==> src/rtl/code_decoder_if.sv <==
// Handshake and status bundle for code_decoder: code input, one-hot output, counter readout.
interface code_decoder_if #(
    parameter int unsigned CNT_W = 8
) ();
    logic             in_valid;
    logic [1:0]       in_code;
    logic             in_ready;
    logic [3:0]       y;
    logic             y_valid;
    logic             busy;
    logic [1:0]       cnt_sel;
    logic [CNT_W-1:0] cnt_out;
    logic             clr_cnt;

    // Producer side: supplies codes and counter controls.
    modport master (
        output in_valid, in_code, cnt_sel, clr_cnt,
        input  in_ready, y, y_valid, busy, cnt_out
    );

    // Decoder side.
    modport slave (
        input  in_valid, in_code, cnt_sel, clr_cnt,
        output in_ready, y, y_valid, busy, cnt_out
    );
endinterface

==> src/rtl/code_decoder.sv <==
// 2-to-4 one-hot decoder fed by a 2-entry FIFO; each decoded word is held for HOLD cycles
// and back-to-back codes follow each other without an idle gap. Per-line saturating
// counters record how often each code was loaded.
module code_decoder #(
    parameter int unsigned HOLD  = 2,
    parameter int unsigned CNT_W = 8
) (
    input  logic          clk,
    input  logic          rst_n,
    code_decoder_if.slave bus
);

    localparam logic StIdle  = 1'b0;
    localparam logic StDrive = 1'b1;

    localparam logic [7:0]       HoldInit = 8'(HOLD - 1);
    localparam logic [CNT_W-1:0] CntMax   = '1;

    // FIFO storage and bookkeeping
    logic [1:0] fifo_q [2];
    logic       wr_ptr_q;
    logic       rd_ptr_q;
    logic [1:0] count_q;
    logic [1:0] head;
    logic       empty;
    logic       in_ready;
    logic       push;
    logic       pop;

    // Decoder FSM state
    logic       state_q, state_d;
    logic [7:0] hold_q, hold_d;
    logic [3:0] y_q, y_d;

    logic [CNT_W-1:0] cnt_q [4];

    // A full FIFO never accepts, even when the FSM pops in the same cycle.
    assign in_ready = (count_q != 2'd2);
    assign empty    = (count_q == 2'd0);
    assign push     = bus.in_valid && in_ready;
    assign head     = fifo_q[rd_ptr_q];

    // Next-state for the hold/drive sequencer; pop marks a load of the FIFO head into y.
    always_comb begin
        state_d = state_q;
        hold_d  = hold_q;
        y_d     = y_q;
        pop     = 1'b0;
        case (state_q)
            StIdle: begin
                if (!empty) begin
                    pop     = 1'b1;
                    y_d     = 4'b0001 << head;
                    hold_d  = HoldInit;
                    state_d = StDrive;
                end
            end
            StDrive: begin
                if (hold_q != 8'd0) begin
                    hold_d = hold_q - 8'd1;
                end else if (!empty) begin
                    pop    = 1'b1;
                    y_d    = 4'b0001 << head;
                    hold_d = HoldInit;
                end else begin
                    y_d     = 4'b0000;
                    state_d = StIdle;
                end
            end
            default: state_d = StIdle;
        endcase
    end

    // FIFO write, read pointer advance and occupancy tracking.
    always_ff @(posedge clk or negedge rst_n) begin
        if (!rst_n) begin
            fifo_q[0] <= 2'd0;
            fifo_q[1] <= 2'd0;
            wr_ptr_q  <= 1'b0;
            rd_ptr_q  <= 1'b0;
            count_q   <= 2'd0;
        end else begin
            if (push) begin
                fifo_q[wr_ptr_q] <= bus.in_code;
                wr_ptr_q         <= ~wr_ptr_q;
            end
            if (pop) begin
                rd_ptr_q <= ~rd_ptr_q;
            end
            if (push && !pop) begin
                count_q <= count_q + 2'd1;
            end else if (pop && !push) begin
                count_q <= count_q - 2'd1;
            end
        end
    end

    // FSM, hold counter and output word registers.
    always_ff @(posedge clk or negedge rst_n) begin
        if (!rst_n) begin
            state_q <= StIdle;
            hold_q  <= 8'd0;
            y_q     <= 4'b0000;
        end else begin
            state_q <= state_d;
            hold_q  <= hold_d;
            y_q     <= y_d;
        end
    end

    // Saturating per-line load counters; a clear wins over a same-cycle increment.
    always_ff @(posedge clk or negedge rst_n) begin
        if (!rst_n) begin
            for (int i = 0; i < 4; i++) begin
                cnt_q[i] <= '0;
            end
        end else begin
            for (int i = 0; i < 4; i++) begin
                if (bus.clr_cnt) begin
                    cnt_q[i] <= '0;
                end else if (pop && (head == 2'(i)) && (cnt_q[i] != CntMax)) begin
                    cnt_q[i] <= cnt_q[i] + 1'b1;
                end
            end
        end
    end

    assign bus.in_ready = in_ready;
    assign bus.y        = y_q;
    assign bus.y_valid  = |y_q;
    assign bus.busy     = (state_q == StDrive) || !empty;
    assign bus.cnt_out  = cnt_q[bus.cnt_sel];

endmodule

==> src/flat_wrapper.sv <==
// flat-port wrapper written by rule: the top's interface ports become plain ports
module code_decoder_flat 
#(
    parameter int unsigned HOLD  = 2,
    parameter int unsigned CNT_W = 8
)
  (clk, rst_n, bus_in_valid, bus_in_code, bus_cnt_sel, bus_clr_cnt, bus_in_ready, bus_y, bus_y_valid, bus_busy, bus_cnt_out);
  code_decoder_if #(.CNT_W(CNT_W)) bus_i ();
  input  logic clk;
  input  logic rst_n;
  input wire logic [$bits(bus_i.in_valid)-1:0] bus_in_valid;
  input wire logic [$bits(bus_i.in_code)-1:0] bus_in_code;
  input wire logic [$bits(bus_i.cnt_sel)-1:0] bus_cnt_sel;
  input wire logic [$bits(bus_i.clr_cnt)-1:0] bus_clr_cnt;
  output wire logic [$bits(bus_i.in_ready)-1:0] bus_in_ready;
  output wire logic [$bits(bus_i.y)-1:0] bus_y;
  output wire logic [$bits(bus_i.y_valid)-1:0] bus_y_valid;
  output wire logic [$bits(bus_i.busy)-1:0] bus_busy;
  output wire logic [$bits(bus_i.cnt_out)-1:0] bus_cnt_out;
  assign bus_i.in_valid = bus_in_valid;
  assign bus_i.in_code = bus_in_code;
  assign bus_i.cnt_sel = bus_cnt_sel;
  assign bus_i.clr_cnt = bus_clr_cnt;
  assign bus_in_ready = bus_i.in_ready;
  assign bus_y = bus_i.y;
  assign bus_y_valid = bus_i.y_valid;
  assign bus_busy = bus_i.busy;
  assign bus_cnt_out = bus_i.cnt_out;
  code_decoder #(.HOLD(HOLD), .CNT_W(CNT_W)) u_core (.clk(clk), .rst_n(rst_n), .bus(bus_i));
endmodule
==> config.mk <==
export PLATFORM = sky130hd
export DESIGN_NAME = code_decoder_flat
export DESIGN_NICKNAME = d
export VERILOG_FILES = /design/src/rtl/code_decoder_if.sv /design/src/rtl/code_decoder.sv /design/src/flat_wrapper.sv
export SDC_FILE = /design/constraint.sdc
export NUM_CORES = 1
export LEC_CHECK = 0
export ABC_AREA = 1
export ABC_CLOCK_PERIOD_IN_PS = 2400
export CAP_MARGIN = 0
export CORE_MARGIN = 4
export CORE_UTILIZATION = 43
export CTS_BUF_LIST = sky130_fd_sc_hd__clkbuf_16
export DETAILED_ROUTE_END_ITERATION = 7
export HOLD_SLACK_MARGIN = 0.05
export SLEW_MARGIN = 20
export SYNTH_ARGS = -nofsm -noshare
export SYNTH_HDL_FRONTEND = slang
export SYNTH_SLANG_ARGS = --single-unit
==> constraint.sdc <==
create_clock -name clk -period 2.4 [get_ports clk]
set_clock_uncertainty 0.15 [all_clocks]
set_input_delay 0.36 -clock clk [delete_from_list [all_inputs] [get_ports clk]]
set_output_delay 0.36 -clock clk [all_outputs]
set_load 0.01 [all_outputs]
After elaboration in Yosys (flattened, before gate mapping)
Index checks and enable logic that the tools add are counted.
{"block": "word_totals", "regBits": 53, "input_bits": 8, "output_inout_bits": 15, "elab_cells": 97}
{"block": "classes", "add_sub_neg": 7, "n_lt_le_gt_ge": 4, "n_eq_ne": 10, "n_shift": 1, "muxes": 31, "bitwise": 6, "reduce_logical": 26}
{"operator": "8-bit 2-to-1 mux", "count": 12}
{"operator": "8-bit by 1-bit adder with 8-bit output (second input constant)", "count": 4}
{"operator": "8-bit inequality test (second input constant)", "count": 4}
{"operator": "8-bit binary-select mux with 2-bit select", "count": 1}
{"operator": "8-bit one-hot mux with 2 select lines", "count": 1}
{"operator": "1-bit logical AND", "count": 12}
{"operator": "2-bit 2-to-1 mux", "count": 6}
{"operator": "4-bit 2-to-1 mux", "count": 3}
{"operator": "2-bit nonzero test", "count": 5}
{"operator": "4-bit one-hot mux with 2 select lines", "count": 1}
{"operator": "8-bit nonzero test", "count": 1}
{"operator": "8-bit by 1-bit subtractor with 8-bit output (second input constant)", "count": 1}
{"operator": "2-bit inequality test (second input constant)", "count": 3}
{"operator": "4-bit bitwise mux", "count": 1}
{"operator": "2-bit == test (second input constant)", "count": 2}
{"operator": "2-bit >= comparator (second input constant)", "count": 2}
{"operator": "2-bit zero test", "count": 2}
{"operator": "1-bit NOT with 2-bit output", "count": 2}
{"operator": "1-bit one-hot mux with 2 select lines", "count": 2}
{"operator": "4-bit OR reduction", "count": 1}
{"operator": "1-bit by 2-bit << shifter with 4-bit output (first input constant)", "count": 1}
{"operator": "3-bit >= comparator (second input constant)", "count": 1}
{"operator": "1-bit zero test", "count": 3}
{"operator": "1-bit 2-to-1 mux", "count": 3}
{"operator": "9 further kinds", "count": 11}

Logic depth before layout (Yosys ltp)
{"block": "depth", "depth_word": 9, "mapped_depth": 11, "mapped_depth_nobuf": 11}

Worst setup path before layout
No wires, ideal clock.
{"block": "synth_path", "path_type": "register to register", "start": "register u_core.hold_q[0]", "end": "register u_core.count_q[1]", "setup_time_ns": 0.131, "arrival_ns": 1.768, "required_time_ns": 2.119, "slack_ns": 0.351, "path_stages_with_launch": 12, "path_buffers": 0, "synth_period_minus_slack_ns": 2.049, "cell_sequence": "dfrtp_1 -> inv_1 -> ha_1 -> nand2_1 -> nor2_2 -> nand3_2 -> nand2_8 -> inv_1 -> ha_1 -> a21oi_1 -> o21ai_0 -> xor2_1"}
{"block": "synth_via", "elab_chain_cells": 6, "word_cells_on_any_way": 8, "classes_between": "3 x mux; 5 x reduce/logical"}
{"element": "from (decl)", "line": "code_decoder.sv:32", "text": "logic [7:0] hold_q, hold_d;"}
{"element": "from (signal assigned)", "line": "code_decoder.sv:106", "text": "hold_q <= hold_d;"}
{"element": "8-bit nonzero test (*)", "line": "code_decoder.sv:59", "text": "if (hold_q != 8'd0) begin"}
{"element": "1-bit 2-to-1 mux (*)", "line": "code_decoder.sv:59"}
{"element": "1-bit one-hot mux with 2 select lines (*)", "line": "code_decoder.sv:49", "text": "case (state_q)"}
{"element": "1-bit zero test", "line": "code_decoder.sv:90", "text": "if (push && !pop) begin"}
{"element": "1-bit logical AND", "line": "code_decoder.sv:90"}
{"element": "2-bit 2-to-1 mux or 2-bit nonzero test (tied branches)"}
{"element": "to (signal assigned)", "line": "code_decoder.sv:91", "text": "count_q <= count_q + 2'd1;"}
{"element": "to (signal assigned)", "line": "code_decoder.sv:93", "text": "count_q <= count_q - 2'd1;"}
{"element": "to (decl)", "line": "code_decoder.sv:23", "text": "logic [1:0] count_q;"}
Every way passes the cells marked *; elsewhere a longest branch is shown, timed or not.
A chain may end at the register's enable or synchronous reset.

Worst setup path after layout
{"block": "layout_path", "start": "register u_core.count_q[0]", "end": "output bus_busy"}
{"block": "layout_via", "elab_chain_cells": 3}
{"element": "2-bit zero test", "line": "code_decoder.sv:39", "text": "assign empty = (count_q == 2'd0);"}
{"element": "1-bit zero test"}
{"element": "1-bit logical OR", "line": "code_decoder.sv:131", "text": "assign bus.busy = (state_q == StDrive) || !empty;"}
{"element": "to (decl)", "line": "flat_wrapper.sv:18", "text": "output wire logic [$bits(bus_i.busy)-1:0] bus_busy;"}
No other way between the ends.

==> summary.txt <==
Outcome
  • Status: completed

Power
  • Pwr dens: 791.7 mW/mm²
  • Pwr Total: a little over 0.003 W
  • Leak: around 1.9 nW
  • Maximum vdd drop: about 0.00034 V

Placement
  • Final Wtd Congestion: 0.8898
  • Post-DP HPWL: approximately 5300 µm
  • Area after DPL: ~0.0037 mm²
  • Worst slack, placed: -0.02063 ns
  • Number of port buffers: 22

Clock network
  • CTS tree: yes
  • CTS Sinks: between 50 and 60
  • Clock Tree Root: clkbuf_16
  • Clock Path Buffers: 2
  • Clock Latency Late Sink: about 0.29 ns
  • Inserted Clock Buffers: 5
  • Reg clk slew, reported paths: approximately 0.07 ns
  • H-tree lvl count: 2

Synth
  • Post-synthesis async set-or-reset flop share: between 90% and 100%
  • EDFF count, synth: 0
  • Mean Syn Cell Area: 7.470 µm²
  • Synthesized Nets: ~450
  • Synth Instances: 438
  • Synthesized cell area: ~0.0033 mm²
  • Netlist cell types: 25
  • Sequential element share of the synthesized area: about two fifths
  • Dominant synthesized flop cell: dfrtp_1
  • Synthesis Warnings: 0
  • Seq cells post-synth: 53

Final layout
  • Seq. cell area: 0.001326 mm²
  • Fin area: between 0.003 and 0.004 mm²
  • Commonest non-fill, non-tap cell in the layout: nand2_1
  • Most frequent cells in the layout: 111 x nand2_1, 62 x nor2_1, 53 x dfrtp_1
  • # diodes: 0
  • Core Util, Final: 52.76%
  • Fillers: about 710
  • Area of the multi-input gates: around 0.0018 mm²
  • Fraction of layout cells with a size suffix above 1: about an eighth
  • Area grow syn2layout: 18.20%
  • Fin nets: about 490

Floorplanning
  • Core area: between 0.007 and 0.008 mm²
  • Die Area: between 0.009 and 0.01 mm²
  • Effective utilization at floorplan: between 40 and 50%
  • Die Wd: between 90 and 100 µm
  • Row cnt: 31
  • Die Height: about 95 µm
  • Num ports: 23

Timing
  • Worst hold slack: approximately 0.35 ns
  • Worst rel slew slack: between 70% and 80%
  • Final hold viol count: 0
  • F_max: 0.4488 GHz
  • Final Max Tran Viols: 0
  • Worst path setup slack after routing: 0.1716 ns
  • RSZ-0062 raised after global routing: false
  • Actual slew at the worst max-slew pin: about 0.35 ns
  • Final worst path period need: 2.228 ns
  • Tcrit/Tclk final: a little over 90%
  • Endpoints failing setup: 0

Global route
  • Vias in the first global route: roughly 2.7k
  • Largest net degree at the start of global routing: between 50 and 60
  • GRT Total Usage: ~18%
  • Initial antenna violation count: 0
  • GRT overflow: 0
  • First-pass GRT wire length: about 13000 µm

Detailed routing
  • Avg WL per Cell: 13.06 µm
  • Detailed Route Iter0 Violations: ~130
  • Total Routed Length: roughly 7400 µm
  • # DRC: 0
  • Vias: 2781
  • Final ANT Viol Nets: 0
  • Via-per-instance ratio: 4.879
  • DRT Pass-1 Iters: 4

Worst setup path
  • Worst-path fanout max: 5
  • CP Launch Type: flop
  • Required @ worst endpoint: ~1.9 ns
  • CP endpoint kind: output pin
  • Crit Path Class: flop to output pin
  • Worst Path Arrival: approximately 1.7 ns

Run
  • Max-cap violations: 0

Min path
  • Hold Path Class: flop to flop
==> synth_stat cells (4+ instances only) <==
| cell | count | area, µm² |
|---|---|---|
| a21oi_1 | 5 | 25.02 |
| xor2_1 | 16 | 140.1 |
| inv_2 | 9 | 33.78 |
| nand2_2 | 9 | 56.30 |
| o22ai_1 | 8 | 50.05 |
| o21ai_0 | 29 | 145.1 |
| clkbuf_1 | 8 | 30.03 |
| nand3_1 | 49 | 245.2 |
| inv_1 | 33 | 123.9 |
| nand3_4 | 4 | 70.07 |
| nand4_1 | 4 | 25.02 |
| nand2_1 | 111 | 416.7 |
| nor3_1 | 4 | 20.02 |
| ha_1 | 7 | 87.58 |
| xnor2_1 | 10 | 87.58 |
| nor2_1 | 62 | 232.7 |
| dfrtp_1 | 53 | 1326 |
| nor2_2 | 6 | 37.54 |
==> power by group <==
group | leakage, nW | internal [W] | total, W | switching, W
clock network | 0.0775 | 0.000489 | 0.000814 | 0.000325
registers | 0.693 | 0.00108 | 0.00124 | 0.000152
logic | 1.14 | 0.000404 | 0.00101 | 0.000609
total | 1.91 | 0.00198 | 0.00306 | 0.00109
==> final cells by class <==
type / count / share of cell area, %
inverter: 42 / 4.076
tap: 99 / 3.203
clock inverter: 3 / 1.068
timing repair buffer: 34 / 8.800
clock buffer: 5 / 3.235
sequential: 53 / 34.29
multi-input combinational: 334 / 45.33
==> path summary, 6_finish.rpt <==
path,startpoint,end,slack [ns],cells after the start
setup / recovery,u_core.count_q[0],bus_busy,0.17,5
hold / removal,u_core.count_q[0],u_core.count_q[0],0.35,1
setup reg to reg,u_core.hold_q[0],u_core.count_q[1],0.28,11
hold reg to reg,u_core.count_q[0],u_core.count_q[0],0.35,1
max in group asynchronous,rst_n,u_core.cnt_q[14],1.41,3
min in group asynchronous,rst_n,u_core.hold_q[4],0.44,3
==> what timing repair did <==
item,4_1_cts,5_1_grt
setup buffers,0,0
hold buffers,1,0
endpoints found under the hold margin,53,0
resized for setup,1,11
endpoints found under the setup margin,2,7
==> worst max-delay path: stages, from the launching register on <==
cell and delay (ns):
dfrtp_1 0.40, inv_2 0.09, nand2_1 0.11, nor2_1 0.21, inv_1 0.12, clkdlybuf4s50_1 0.49
==> per-layer routing <==
metal  up-vias  part of all wire [%]  GRT usage, %  routed length, µm
li1       1470                     -             -                  -
met1      1266                    49         24.11               3683
met2        33                    46         28.10               3442
met3        12                   2.4         2.999                178
met4         0                   1.9         5.889                138
met5         -                     0             0                  0
==> registers in the layout, summed over array words and instances (netlist names) <==
name and count:
u_core.bus.y 4, u_core.wr_ptr_q 1, u_core.state_q 1, u_core.count_q 2
u_core.rd_ptr_q 1, u_core.hold_q 8, u_core.cnt_q 32, u_core.fifo_q 4
==> stage by stage <==
step | instances | setup TNS (ns)
after CTS | 570 | -0.0008005
after global placement | 561 | 0
after global routing | 570 | 0
final | 570 | 0
after detailed placement | 561 | -0.02063
after floorplan | 438 | 0
==> cell families (layout without fill, tap and decap cells) <==
family	Yosys count	in the layout	share of synthesized area, %
adders and majority gates	7	7	2.677
and+or+nand+nor	257	257	36.67
xor gates and xnor gates	26	26	6.960
DFF	53	53	40.54
AOI/OAI and AO/OA	44	44	7.266
buffers and inverters	51	84	5.889
Note: power is estimated with default switching activity, not from simulation.
